$ cat config.mk
export PLATFORM = sky130hd
export DESIGN_NAME = alu_issue_stage
export DESIGN_NICKNAME = d
export VERILOG_FILES = /design/src/rtl/alu_issue_stage.sv
export SDC_FILE = /design/constraint.sdc
export NUM_CORES = 1
export LEC_CHECK = 0
export ABC_AREA = 1
export BUFFER_PORTS_ARGS = -buffer_cell sky130_fd_sc_hd__buf_4
export CAP_MARGIN = 0
export CORE_MARGIN = 2
export CORE_UTILIZATION = 31
export DETAILED_ROUTE_END_ITERATION = 10
export PLACE_DENSITY = 0.56
export SYNTH_ARGS = -nofsm -noshare
export SYNTH_HDL_FRONTEND = slang
export SYNTH_SLANG_ARGS = --single-unit
$ cat constraint.sdc
create_clock -name clk_i -period 1.51 [get_ports clk_i]
set_input_delay 0.453 -clock clk_i [delete_from_list [all_inputs] [get_ports clk_i]]
set_output_delay 0.453 -clock clk_i [all_outputs]
set_load 0.02 [all_outputs]
$ cat src/rtl/alu_issue_stage.sv
// alu_issue_stage
//   Execute-stage issue/capture block of the 5-stage RV32I pipeline. Holds the
//   ID/EX register, selects (and optionally forwards) ALU operands, drives the
//   external combinational ALU and captures its result into the EX/MEM register.
//
// Ports
//   clk_i, rst_i           clock, synchronous active-high reset
//   flush_i                kill the ID/EX entry (a beat offered this cycle is dropped)
//   id_valid_i/id_ready_o  decode-side handshake; id_ready_o is combinational
//   id_*_i                 decoded instruction fields (pc, rs data, imm, addrs, selects, op, wb_en)
//   operand_a_o/b_o, alu_op_o   combinational drive to the ALU
//   result_alu_i           combinational ALU result
//   ex_valid_o/ex_ready_i  memory-side handshake
//   ex_result_o, ex_rd_addr_o, ex_wb_en_o   captured EX/MEM entry
//   wb_en_i, wb_rd_addr_i, wb_data_i        writeback port (used only with forwarding)
//
// Configuration
//   ALU_FWD_EN  when defined, enables EX/MEM->EX forwarding and WB write-through
//               into the held ID/EX operands. Undefined: operands come straight
//               from the captured register-file values and wb_* is ignored.
module alu_issue_stage #(
    parameter int unsigned XLEN   = 32,
    parameter int unsigned REG_AW = 5
) (
    input  logic              clk_i,
    input  logic              rst_i,
    input  logic              flush_i,
    input  logic              id_valid_i,
    output logic              id_ready_o,
    input  logic [XLEN-1:0]   id_pc_i,
    input  logic [XLEN-1:0]   id_rs1_data_i,
    input  logic [XLEN-1:0]   id_rs2_data_i,
    input  logic [XLEN-1:0]   id_imm_i,
    input  logic [REG_AW-1:0] id_rs1_addr_i,
    input  logic [REG_AW-1:0] id_rs2_addr_i,
    input  logic [REG_AW-1:0] id_rd_addr_i,
    input  logic              id_asel_i,
    input  logic              id_bsel_i,
    input  logic [3:0]        id_alu_op_i,
    input  logic              id_wb_en_i,
    output logic [XLEN-1:0]   operand_a_o,
    output logic [XLEN-1:0]   operand_b_o,
    output logic [3:0]        alu_op_o,
    input  logic [XLEN-1:0]   result_alu_i,
    output logic              ex_valid_o,
    input  logic              ex_ready_i,
    output logic [XLEN-1:0]   ex_result_o,
    output logic [REG_AW-1:0] ex_rd_addr_o,
    output logic              ex_wb_en_o,
    input  logic              wb_en_i,
    input  logic [REG_AW-1:0] wb_rd_addr_i,
    input  logic [XLEN-1:0]   wb_data_i
);

    localparam int unsigned OP_W = 4;

    typedef struct packed {
        logic [XLEN-1:0]   pc;
        logic [XLEN-1:0]   rs1_data;
        logic [XLEN-1:0]   rs2_data;
        logic [XLEN-1:0]   imm;
        logic [REG_AW-1:0] rs1_addr;
        logic [REG_AW-1:0] rs2_addr;
        logic [REG_AW-1:0] rd_addr;
        logic              asel;
        logic              bsel;
        logic [OP_W-1:0]   op;
        logic              wb_en;
    } idex_t;

    typedef struct packed {
        logic [XLEN-1:0]   result;
        logic [REG_AW-1:0] rd_addr;
        logic              wb_en;
    } exmem_t;

    logic            idex_valid_q, idex_valid_d;
    idex_t           idex_q, idex_d;
    logic            ex_valid_q, ex_valid_d;
    exmem_t          ex_q, ex_d;

    logic            advance;
    logic            id_accept;
    logic            ex_load;
    logic [XLEN-1:0] fwd_rs1;
    logic [XLEN-1:0] fwd_rs2;

    // Pipeline handshake: EX/MEM can take a new entry when empty or draining.
    assign advance    = ~ex_valid_q | ex_ready_i;
    assign id_ready_o = ~idex_valid_q | advance;
    // Flush wins over a beat offered in the same cycle.
    assign id_accept  = id_valid_i & id_ready_o & ~flush_i;
    // A flushed ID/EX entry must not reach EX/MEM; a bubble is loaded instead.
    assign ex_load    = advance & idex_valid_q & ~flush_i;

`ifdef ALU_FWD_EN
    // Replace a source value with the WB data when WB targets that (non-x0) register.
    function automatic logic [XLEN-1:0] wb_merge(
        input logic [XLEN-1:0]   data,
        input logic [REG_AW-1:0] addr,
        input logic              wen,
        input logic [REG_AW-1:0] waddr,
        input logic [XLEN-1:0]   wdata
    );
        return (wen && (waddr == addr) && (addr != '0)) ? wdata : data;
    endfunction

    // EX/MEM result takes priority over the held/WB-updated value; x0 never forwards.
    always_comb begin
        fwd_rs1 = idex_q.rs1_data;
        fwd_rs2 = idex_q.rs2_data;
        if (ex_valid_q && ex_q.wb_en && (ex_q.rd_addr == idex_q.rs1_addr) && (idex_q.rs1_addr != '0)) begin
            fwd_rs1 = ex_q.result;
        end
        if (ex_valid_q && ex_q.wb_en && (ex_q.rd_addr == idex_q.rs2_addr) && (idex_q.rs2_addr != '0)) begin
            fwd_rs2 = ex_q.result;
        end
    end
`else
    assign fwd_rs1 = idex_q.rs1_data;
    assign fwd_rs2 = idex_q.rs2_data;

    // Source indices and the WB port only matter when forwarding is built in.
    logic unused_fwd;
    assign unused_fwd = ^{wb_en_i, wb_rd_addr_i, wb_data_i, idex_q.rs1_addr, idex_q.rs2_addr};
`endif

    // ALU drive
    assign operand_a_o = idex_q.asel ? idex_q.pc  : fwd_rs1;
    assign operand_b_o = idex_q.bsel ? idex_q.imm : fwd_rs2;
    assign alu_op_o    = idex_q.op;

    // EX/MEM outputs
    assign ex_valid_o   = ex_valid_q;
    assign ex_result_o  = ex_q.result;
    assign ex_rd_addr_o = ex_q.rd_addr;
    assign ex_wb_en_o   = ex_q.wb_en;

    // Next state for ID/EX and EX/MEM
    always_comb begin
        idex_valid_d = idex_valid_q;
        idex_d       = idex_q;
        ex_valid_d   = ex_valid_q;
        ex_d         = ex_q;

`ifdef ALU_FWD_EN
        // A held entry picks up WB writes that land while it waits.
        if (idex_valid_q) begin
            idex_d.rs1_data = wb_merge(idex_q.rs1_data, idex_q.rs1_addr, wb_en_i, wb_rd_addr_i, wb_data_i);
            idex_d.rs2_data = wb_merge(idex_q.rs2_data, idex_q.rs2_addr, wb_en_i, wb_rd_addr_i, wb_data_i);
        end
`endif

        if (flush_i) begin
            idex_valid_d = 1'b0;
        end else if (id_accept) begin
            idex_valid_d    = 1'b1;
            idex_d.pc       = id_pc_i;
            idex_d.imm      = id_imm_i;
            idex_d.rs1_addr = id_rs1_addr_i;
            idex_d.rs2_addr = id_rs2_addr_i;
            idex_d.rd_addr  = id_rd_addr_i;
            idex_d.asel     = id_asel_i;
            idex_d.bsel     = id_bsel_i;
            idex_d.op       = id_alu_op_i;
            idex_d.wb_en    = id_wb_en_i;
`ifdef ALU_FWD_EN
            // Register-file write-through for a WB landing on the load edge.
            idex_d.rs1_data = wb_merge(id_rs1_data_i, id_rs1_addr_i, wb_en_i, wb_rd_addr_i, wb_data_i);
            idex_d.rs2_data = wb_merge(id_rs2_data_i, id_rs2_addr_i, wb_en_i, wb_rd_addr_i, wb_data_i);
`else
            idex_d.rs1_data = id_rs1_data_i;
            idex_d.rs2_data = id_rs2_data_i;
`endif
        end else if (advance) begin
            idex_valid_d = 1'b0;
        end

        // Bubbles leave the captured fields untouched.
        if (advance) begin
            ex_valid_d = ex_load;
            if (ex_load) begin
                ex_d.result  = result_alu_i;
                ex_d.rd_addr = idex_q.rd_addr;
                ex_d.wb_en   = idex_q.wb_en;
            end
        end
    end

    // State registers
    always_ff @(posedge clk_i) begin
        if (rst_i) begin
            idex_valid_q <= 1'b0;
            idex_q       <= '0;
            ex_valid_q   <= 1'b0;
            ex_q         <= '0;
        end else begin
            idex_valid_q <= idex_valid_d;
            idex_q       <= idex_d;
            ex_valid_q   <= ex_valid_d;
            ex_q         <= ex_d;
        end
    end

endmodule
==> results.md, run 1 <==
- For this run, design rule violations remaining after detail routing come to 0.
- The final non-filler cell area is 12800 µm².
- The count of placed standard cells including taps is 1829.
- The die covers 29200 µm².
- The layout net count is 1704.
- The maximum vdd ir drop is 0.000629 V.
- The clock transition at the registers of the reported paths is 0.07 ns.
- In this run the register-to-register setup slack is 0.20 ns.
- TritonCTS created 17 clock buffers.
- The cell count after synthesis is 1216.
- The end point of the worst hold path is ex_valid_o$_SDFFE_PP0P_.
- The CTS tree is yes.
- The largest net degree at the start of global routing is 58.
- The number of pins exceeding their max-slew limit in the final report is 0.
- The starting density of the core is 0.313.
- Cell internal power was estimated by the tool at 8.63 mW.
- The fraction of final layout cells with drive strength greater than 1 is 0.308.
- At the end of routability-driven placement, the weighted congestion stood at 0.767.
- The net switching fraction of the power is 0.282.
- Synthesis produced a netlist with a net count of 1441.
- The proportion of synthesized chip area in sequential cells is 0.418.
- Subtracting the final worst setup slack from the clock period gives 1.97 ns.
- The net switching power is 3.38 mW.
- At the pin with the least slew margin, the transition time is 0.283 ns.
- The DRC violation total after the first TritonRoute iteration is 367.
- The share of total power in sequential cells is 0.432.
- The worst hold path belongs to the class input port to flop.
- The power per unit of standard cell area is 941 nW/µm².
- Using the TritonRoute via totals, the vias-per-cell ratio works out to 4.52.
- Setup repair after global routing could not meet its margin everywhere.
- The gate family responsible for the most delay along the worst path is buffers and inverters.
- In this run the remaining antenna-violating nets after routing total 0.
- The via count of the first global-routing pass was 7900.
- The number of antenna violations at the first check in global routing is 1.
- Timing would allow up to 507 MHz.
- Across the whole layout, storage elements account for 3620 µm².
- The worst slew margin relative to its limit is 0.812.
- The number of setup violations in the final report is 64.
- After the flow finishes, the layout carries non-filler instances totaling 1871.
- The clock share of power is 0.367.
- The leakage power of the design is 6.31 nW.
- The worst setup path is launched from a flop.
- Counting flops and latches in the post-synthesis netlist gives 180.
- The mean cell area of the mapped netlist is 7.09 µm².
- The core region area is 27600 µm².
- The initialized floorplan defines 61 standard-cell rows.
- At the later pin of the worst-skew pair, clock insertion delay measures 0.42 ns.
- The hold violation count in the final report came to 0.
- The final reports fail on negative setup slack.
- The total length of routed wires is 25400 µm.
- The clock passes through at most 2 buffers.
- The number of different library cells used by synthesis comes to 16.
- The run finished, with violations left.
- The synthesized area is 8620 µm².
- The share of power burned in combinational logic is 0.201.
- The combined buffer and inverter count along the critical path is 3.
- The path depth of the worst reg2reg path is 6.
- During I/O placement, the number of pins put on the boundary was 333.
- The HPWL after detailed placement is 17500 µm.
- In the global route stage, overall resource usage came out at 0.172.
- The wire length of the first global-routing pass is 40100 µm.
- The signed area change from the synthesized netlist to the final layout is 48.0%.
- The count of max-cap constraint violations is 0.
- In the post-route analysis, the smallest setup slack over all paths is -0.463 ns.
- The hold path depth is 2.
- The worst hold path startpoint is rst_i.
- Global routing finished with a remaining overflow of 0.
- The number of buffers added on ports is 284.
- Among all stages on the critical path, the largest delay is contributed by dfxtp_4.
- The H-tree was split into 4 levels.
- The number of buffers added to fix hold violations after cts is 0.
- In this run the critical register-to-register path is launched from ex_valid_o$_SDFFE_PP0P_.
- For the worst setup path, the data required time is 1.06 ns.
- The highest cell delay on the worst timing path is 0.37 ns.
- The capture point of the worst reg-to-reg path is fwd_rs2[12]$_SDFFE_PP0P_.
- The number of fill cells in the layout is 2837.
- For this run, the detailed router's first-pass iteration total came to 4.
- Clock skew on the completed layout was measured at 0.0125 ns.
- STA classifies the critical path endpoint as a primary output.
- The largest fanout of any net on the critical path is 6.
- Clock tree synthesis found a total of 180 sinks.
- The average wire per standard cell is 13.6 µm.
- The worst-case hold slack is 0.218 ns.
- The die is 171 µm wide.
- The classification of the worst setup path is flop to primary output.
- The synthesis warning total is 0.
- The routed layout has 8451 vias.
- The floorplan step set the die height to 171 µm.
- Walking the worst path, the cells encountered are buf_12 > clkbuf_16 > mux2_4 > buf_6.
- The placed instance area is 11500 µm².
- The post-route fraction of the period consumed by the critical path is 1.31.
- The area used by multi-input combinational logic is 4210 µm².
- The tree is rooted in a clkbuf_16.
- The arrival time at the worst endpoint is 1.52 ns.
[area by class of cell]
class | count | area share
Antenna cell | 1 | 0.000196
Clock buffer | 19 | 0.0355
Clock inverter | 13 | 0.0102
Inverter | 144 | 0.0425
Multi-Input combinational cell | 784 | 0.330
Sequential cell | 180 | 0.283
Tap cell | 378 | 0.0371
Timing Repair Buffer | 352 | 0.261
[worst max-delay path by stage]
| stage | startpoint | endpoint | slack [ns] | cells past startpoint |
|---|---|---|---|---|
| finish | idex_q[6]$_SDFFE_PP0P_ | operand_a_o[11] | -0.46 | 4 |
| global route | idex_q[6]$_SDFFE_PP0P_ | operand_a_o[11] | -0.51 | 4 |
| CTS | idex_q[6]$_SDFFE_PP0P_ | operand_a_o[7] | -0.54 | 4 |
| detailed placement | idex_q[6]$_SDFFE_PP0P_ | operand_a_o[11] | -0.08 | 3 |
| global placement | idex_q[6]$_SDFFE_PP0P_ | operand_a_o[11] | -0.08 | 3 |
| floorplan | idex_q[6]$_SDFFE_PP0P_ | operand_a_o[10] | 0.06 | 3 |
[what timing repair did]
action | CTS | global route
endpoints found under the hold margin | 0 | 0
cloned | 4 | 2
buffers inserted | 5 | 0
gates resized for setup | 102 | 25
setup endpoints to repair | 65 | 64
[power groups by stage]
stage                     Sequential, mW  Combinational [mW]  Clock (mW)
after floorplan                     5.29                1.20           0
after global placement              5.28                2.16           0
after detailed placement            5.28                2.17           0
after CTS                           5.18                2.40        4.58
after global routing                5.22                2.65        4.78
final                               5.19                2.41        4.42
[flip-flops by register name, indices dropped and copies added, names as in the netlist]
signal and count:
idex_q 72, fwd_rs2 32, alu_op_o 4, ex_valid_o 1, fwd_rs1 32, ex_result_o 32
idex_valid_q 1, ex_rd_addr_o 5, ex_wb_en_o 1
[kinds of logic after synthesis]
family | after synthesis | synth area share
DFF | 180 | 0.418
AOI/OAI and AO/OA | 180 | 0.104
muxes | 64 | 0.0836
and+or+nand+nor | 540 | 0.273
buffers and inverters | 252 | 0.121
[synthesized netlist by cell type, drive strengths merged]
library cell,instances,area (µm²)
clkbuf,34,128
nor2,180,686
or2,1,6.26
nand2,180,676
buf,74,373
mux2,64,721
nand3b,38,285
nand3,141,706
a21oi,180,901
inv,144,541
dfxtp,180,3600
[layer usage]
metal / global-route usage / wire (µm) / vias up
met2: 0.289 / 11800 / 199
met5: 0 / 0 / -
met3: 0.0562 / 1820 / 18
li1: - / - / 4387
met4: 0.0427 / 386 / 0
met1: 0.211 / 11400 / 3847
[through the flow]
step	setup TNS (ns)	utilization	total power, mW	setup slack, ns
after floorplan	0	-	6.48	0.0571
after global placement	-2.02	0.419	7.43	-0.0758
after detailed placement	-2.24	0.419	7.45	-0.0821
after CTS	-30.10	0.460	12.2	-0.539
after global routing	-30.78	0.463	12.6	-0.514
final	-27.40	0.463	12.0	-0.463
[placed cells by master, fill, tap and decap left out, drive strengths merged]
cell type  instances
a21oi            180
buf              350
clkbuf            21
clkinv             4
clkinvlp           1
dfxtp            180
diode              1
inv              152
mux2              64
nand2            180
nand3            141
nand3b            38
nor2             180
or2                1
[worst reg2reg max path, cell delays in order (launching register included)]
cell and delay [ns]:
dfxtp_4 0.37, nand3_4 0.08, buf_4 0.16, buf_12 0.15
buf_4 0.17, a21oi_1 0.18, nor2_1 0.09
Note: power is estimated with default switching activity, not from simulation.
==> inputs of run 2 (changes only) <==
- PLACE_DENSITY: 0.56 -> 0.62
==> run 2 against run 1 <==
  * The run still ends with negative setup slack left
  * Core utilization up 0.25 points
  * Via count up 1.6%
  * Combinational power grew 3%
  * Sequential cell count is the same
  * Global-route usage grew 0.10 points
  * Largest power group unchanged
==> results.md, run 2 (synthesis results as in run 1) <==
- The leakage power of the design came to 6.32 nW (was 6.31 nW).
- The remaining antenna violation count is 0 (unchanged).
- The CTS H-tree depth is 4 (unchanged).
- The TritonCTS buffer count is 17 (unchanged).
- The per-cell via count in the routed design was 4.59 (was 4.52).
- The via count of the first global-routing pass is 8009 (was 7900).
- The CTS tree is yes (unchanged).
- The share of power burned in combinational logic is 0.207 (was 0.201).
- The net switching fraction of the power was 0.284 (was 0.282).
- The hold violation count in the final report is 0 (unchanged).
- The maximum clock skew at final layout is 0.00920 ns (was 0.0125 ns).
- The DRC violation total after the first TritonRoute iteration is 468 (was 367).
- The worst-case hold slack is 0.210 ns (was 0.218 ns).
- The number of pins exceeding their max-slew limit in the final report was 0 (unchanged).
- The clock transition at the registers of the reported paths is 0.07 ns (about the same).
- The number of design rule violations left after detail routing is 0 (unchanged).
- The largest fanout of any net on the critical path came to 8 (was 6).
- The register with the highest flop count is idex_q (unchanged).
- The I/O pin count was 333 (unchanged).
- The worst hold path startpoint is rst_i (unchanged).
- The total number of placement rows is 61 (unchanged).
- The critical path startpoint category is a flop (unchanged).
- The final critical-path required period is 2.00 ns (was 1.97 ns).
- The cell-internal power is 8.57 mW (was 8.63 mW).
- The signed area change from the synthesized netlist to the final layout is 48.8% (was 48.0%).
- The clock insertion delay at the later pin of the skew report came to 0.43 ns (was 0.42 ns).
- The post-route fraction of the period consumed by the critical path is 1.32 (was 1.31).
- The number of buffers added on ports came to 284 (unchanged).
- The final worst setup slack is -0.490 ns (was -0.463 ns).
- The setup slack on the worst flop-to-flop path was 0.19 ns (was 0.20 ns).
- The number of setup violations in the final report is 65 (was 64).
- The worst slew margin relative to its limit was 0.779 (was 0.812).
- The overall overflow remaining after global route is 0 (unchanged).
- The number of diodes was 0 (was 1).
- The fraction of final layout cells with drive strength greater than 1 is 0.306 (was 0.308).
- The maximum clock frequency is 500 MHz (was 507 MHz).
- The maximum clock path buffer count is 2 (unchanged).
- The number of iterations in the first detailed-routing pass is 7 (was 4).
- The number of buffers added to fix hold violations after cts is 0 (unchanged).
- Run status: finished, violations left (unchanged).
- The global placer's final weighted congestion is 0.789 (was 0.767).
- The overall die height came to 171 µm (unchanged).
- The reg-to-reg critical path startpoint is ex_valid_o$_SDFFE_PP0P_ (unchanged).
- The largest net degree at the start of global routing is 79 (was 58).
- The average wire per standard cell is 13.8 µm (was 13.6 µm).
- The power per unit of standard cell area was 932 nW/µm² (was 941 nW/µm²).
- Commonest non-fill, non-tap cells in the layout: buf_4, a21oi_1, nand2_1, nor2_1, dfxtp_1 (unchanged).
- The net switching power is 3.39 mW (was 3.38 mW).
- The global-route total usage across every layer was 0.173 (was 0.172).
- The path depth of the worst reg2reg path came to 7 (was 6).
- The total length of routed wires is 25800 µm (was 25400 µm).
- The width of the die is 171 µm (unchanged).
- The arrival time at the worst endpoint is 1.55 ns (was 1.52 ns).
- The transition time at the pin with the least slew margin is 0.331 ns (was 0.283 ns).
- The number of flip-flops in the largest register is 72 (unchanged).
- The count of max-cap constraint violations is 0 (unchanged).
- The total vias in the final route is 8588 (was 8451).
- The end point of the worst hold path is ex_valid_o$_SDFFE_PP0P_ (unchanged).
- The capture point of the worst reg-to-reg path is idex_q[29]$_SDFFE_PP0P_ (was fwd_rs2[12]$_SDFFE_PP0P_).
- The clock share of power is 0.359 (was 0.367).
- Setup repair after global routing missed its margin: yes (unchanged).
- The most common library cell in the layout ignoring fill and taps is buf_4 (unchanged).
- The number of clock sinks seen by CTS is 180 (unchanged).
- The core region area came to 27600 µm² (unchanged).
- The number of fill cells in the layout is 2762 (was 2837).
- The starting density of the core is 0.313 (unchanged).
- The number of antenna violations at the first check in global routing is 0 (was 1).
- The share of total power in sequential cells is 0.434 (was 0.432).
- The HPWL after detailed placement is 17200 µm (was 17500 µm).
- The wire length of the first global-routing pass is 40400 µm (was 40100 µm).
- The cell at the root of the clock tree was clkbuf_16 (unchanged).
- The classification of the worst setup path is flop to primary output (unchanged).
- The maximum vdd ir drop came to 0.000660 V (was 0.000629 V).
- The hold path depth is 2 (unchanged).
- The critical path endpoint category is a primary output (unchanged).
- The area of the die is 29200 µm² (unchanged).
- The type of the worst min-delay path is input port to flop (unchanged).
- The required time of the critical path is 1.06 ns (about the same).
- The power after layout is 12.0 mW (about the same).
- Violated checks: negative setup slack (unchanged).
- The layout net count is 1705 (was 1704).
[run 2: changes by cell type in the layout (fill, tap and decap cells not counted), moves of 2 or more]
| cell | previous run | this run |
|---|---|---|
| buf_6 | 58 | 68 |
| buf_16 | 2 | 4 |
| clkinvlp_4 | 1 | 3 |
| buf_4 | 258 | 248 |
| buf_12 | 32 | 30 |
| clkbuf_1 | 0 | 3 |
| mux2_4 | 56 | 64 |
| clkbuf_8 | 2 | 0 |
| clkinv_4 | 3 | 0 |
| mux2_2 | 8 | 0 |
[run 2: worst max-delay path, cell delays in order (launching register included)]
cell and delay, ns:
dfxtp_4 0.46, clkbuf_16 0.21, mux2_4 0.31, buf_6 0.13
[run 2: repair_timing]
item	in CTS	in global routing
cloned	4	3
setup buffers	5	2
endpoints found under the setup margin	65	65
gates resized for setup	119	24
pin swaps	1	0
[run 2: metrics by stage]
stage                      util  TNS [ns]  setup WS, ns  cells  area (µm²)
after global placement    0.418     -3.07       -0.0812   1826       11500
final                     0.466    -28.88        -0.490   1871       12800
after detailed placement  0.418     -4.00       -0.0927   1826       11500
after global routing      0.466    -32.67        -0.555   1871       12800
after floorplan               -         0        0.0571   1216        8640
after CTS                 0.460    -31.12        -0.540   1867       12700
[run 2: how the worst max path moves through the flow]
stage                                 from         endpoint  slack [ns]  depth (start not counted)
CTS                 idex_q[5]$_SDFFE_PP0P_  operand_b_o[21]       -0.54                          3
global route        idex_q[5]$_SDFFE_PP0P_  operand_b_o[14]       -0.55                          3
detailed placement  idex_q[6]$_SDFFE_PP0P_  operand_a_o[19]       -0.09                          3
finish              idex_q[5]$_SDFFE_PP0P_  operand_b_o[24]       -0.49                          3
global placement    idex_q[6]$_SDFFE_PP0P_   operand_a_o[8]       -0.08                          3
floorplan           idex_q[6]$_SDFFE_PP0P_  operand_a_o[10]        0.06                          3
[run 2: cell type report]
cell class              count  area (µm²)  share of cell area
inverters                 144         543              0.0423
repair buffers            353        3410               0.266
well taps                 378         473              0.0369
flip-flops and latches    180        3620               0.282
clock buffers              20         437              0.0340
multi-input cells         784        4240               0.330
clock inverters            12         111             0.00868
[run 2: power by group through the flow]
| stage | Sequential [mW] | Combinational [mW] | Clock [mW] |
|---|---|---|---|
| floorplan | 5.29 | 1.20 | 0 |
| global placement | 5.28 | 2.16 | 0 |
| detailed placement | 5.29 | 2.17 | 0 |
| CTS | 5.19 | 2.43 | 4.43 |
| global route | 5.23 | 2.71 | 4.62 |
| finish | 5.20 | 2.48 | 4.29 |
[run 2: metal layers]
metal / global-route usage / part of all wire
met2: 0.291 / 0.48
met1: 0.216 / 0.44
met5: 0 / 0
met4: 0.0394 / 0.011
met3: 0.0523 / 0.072
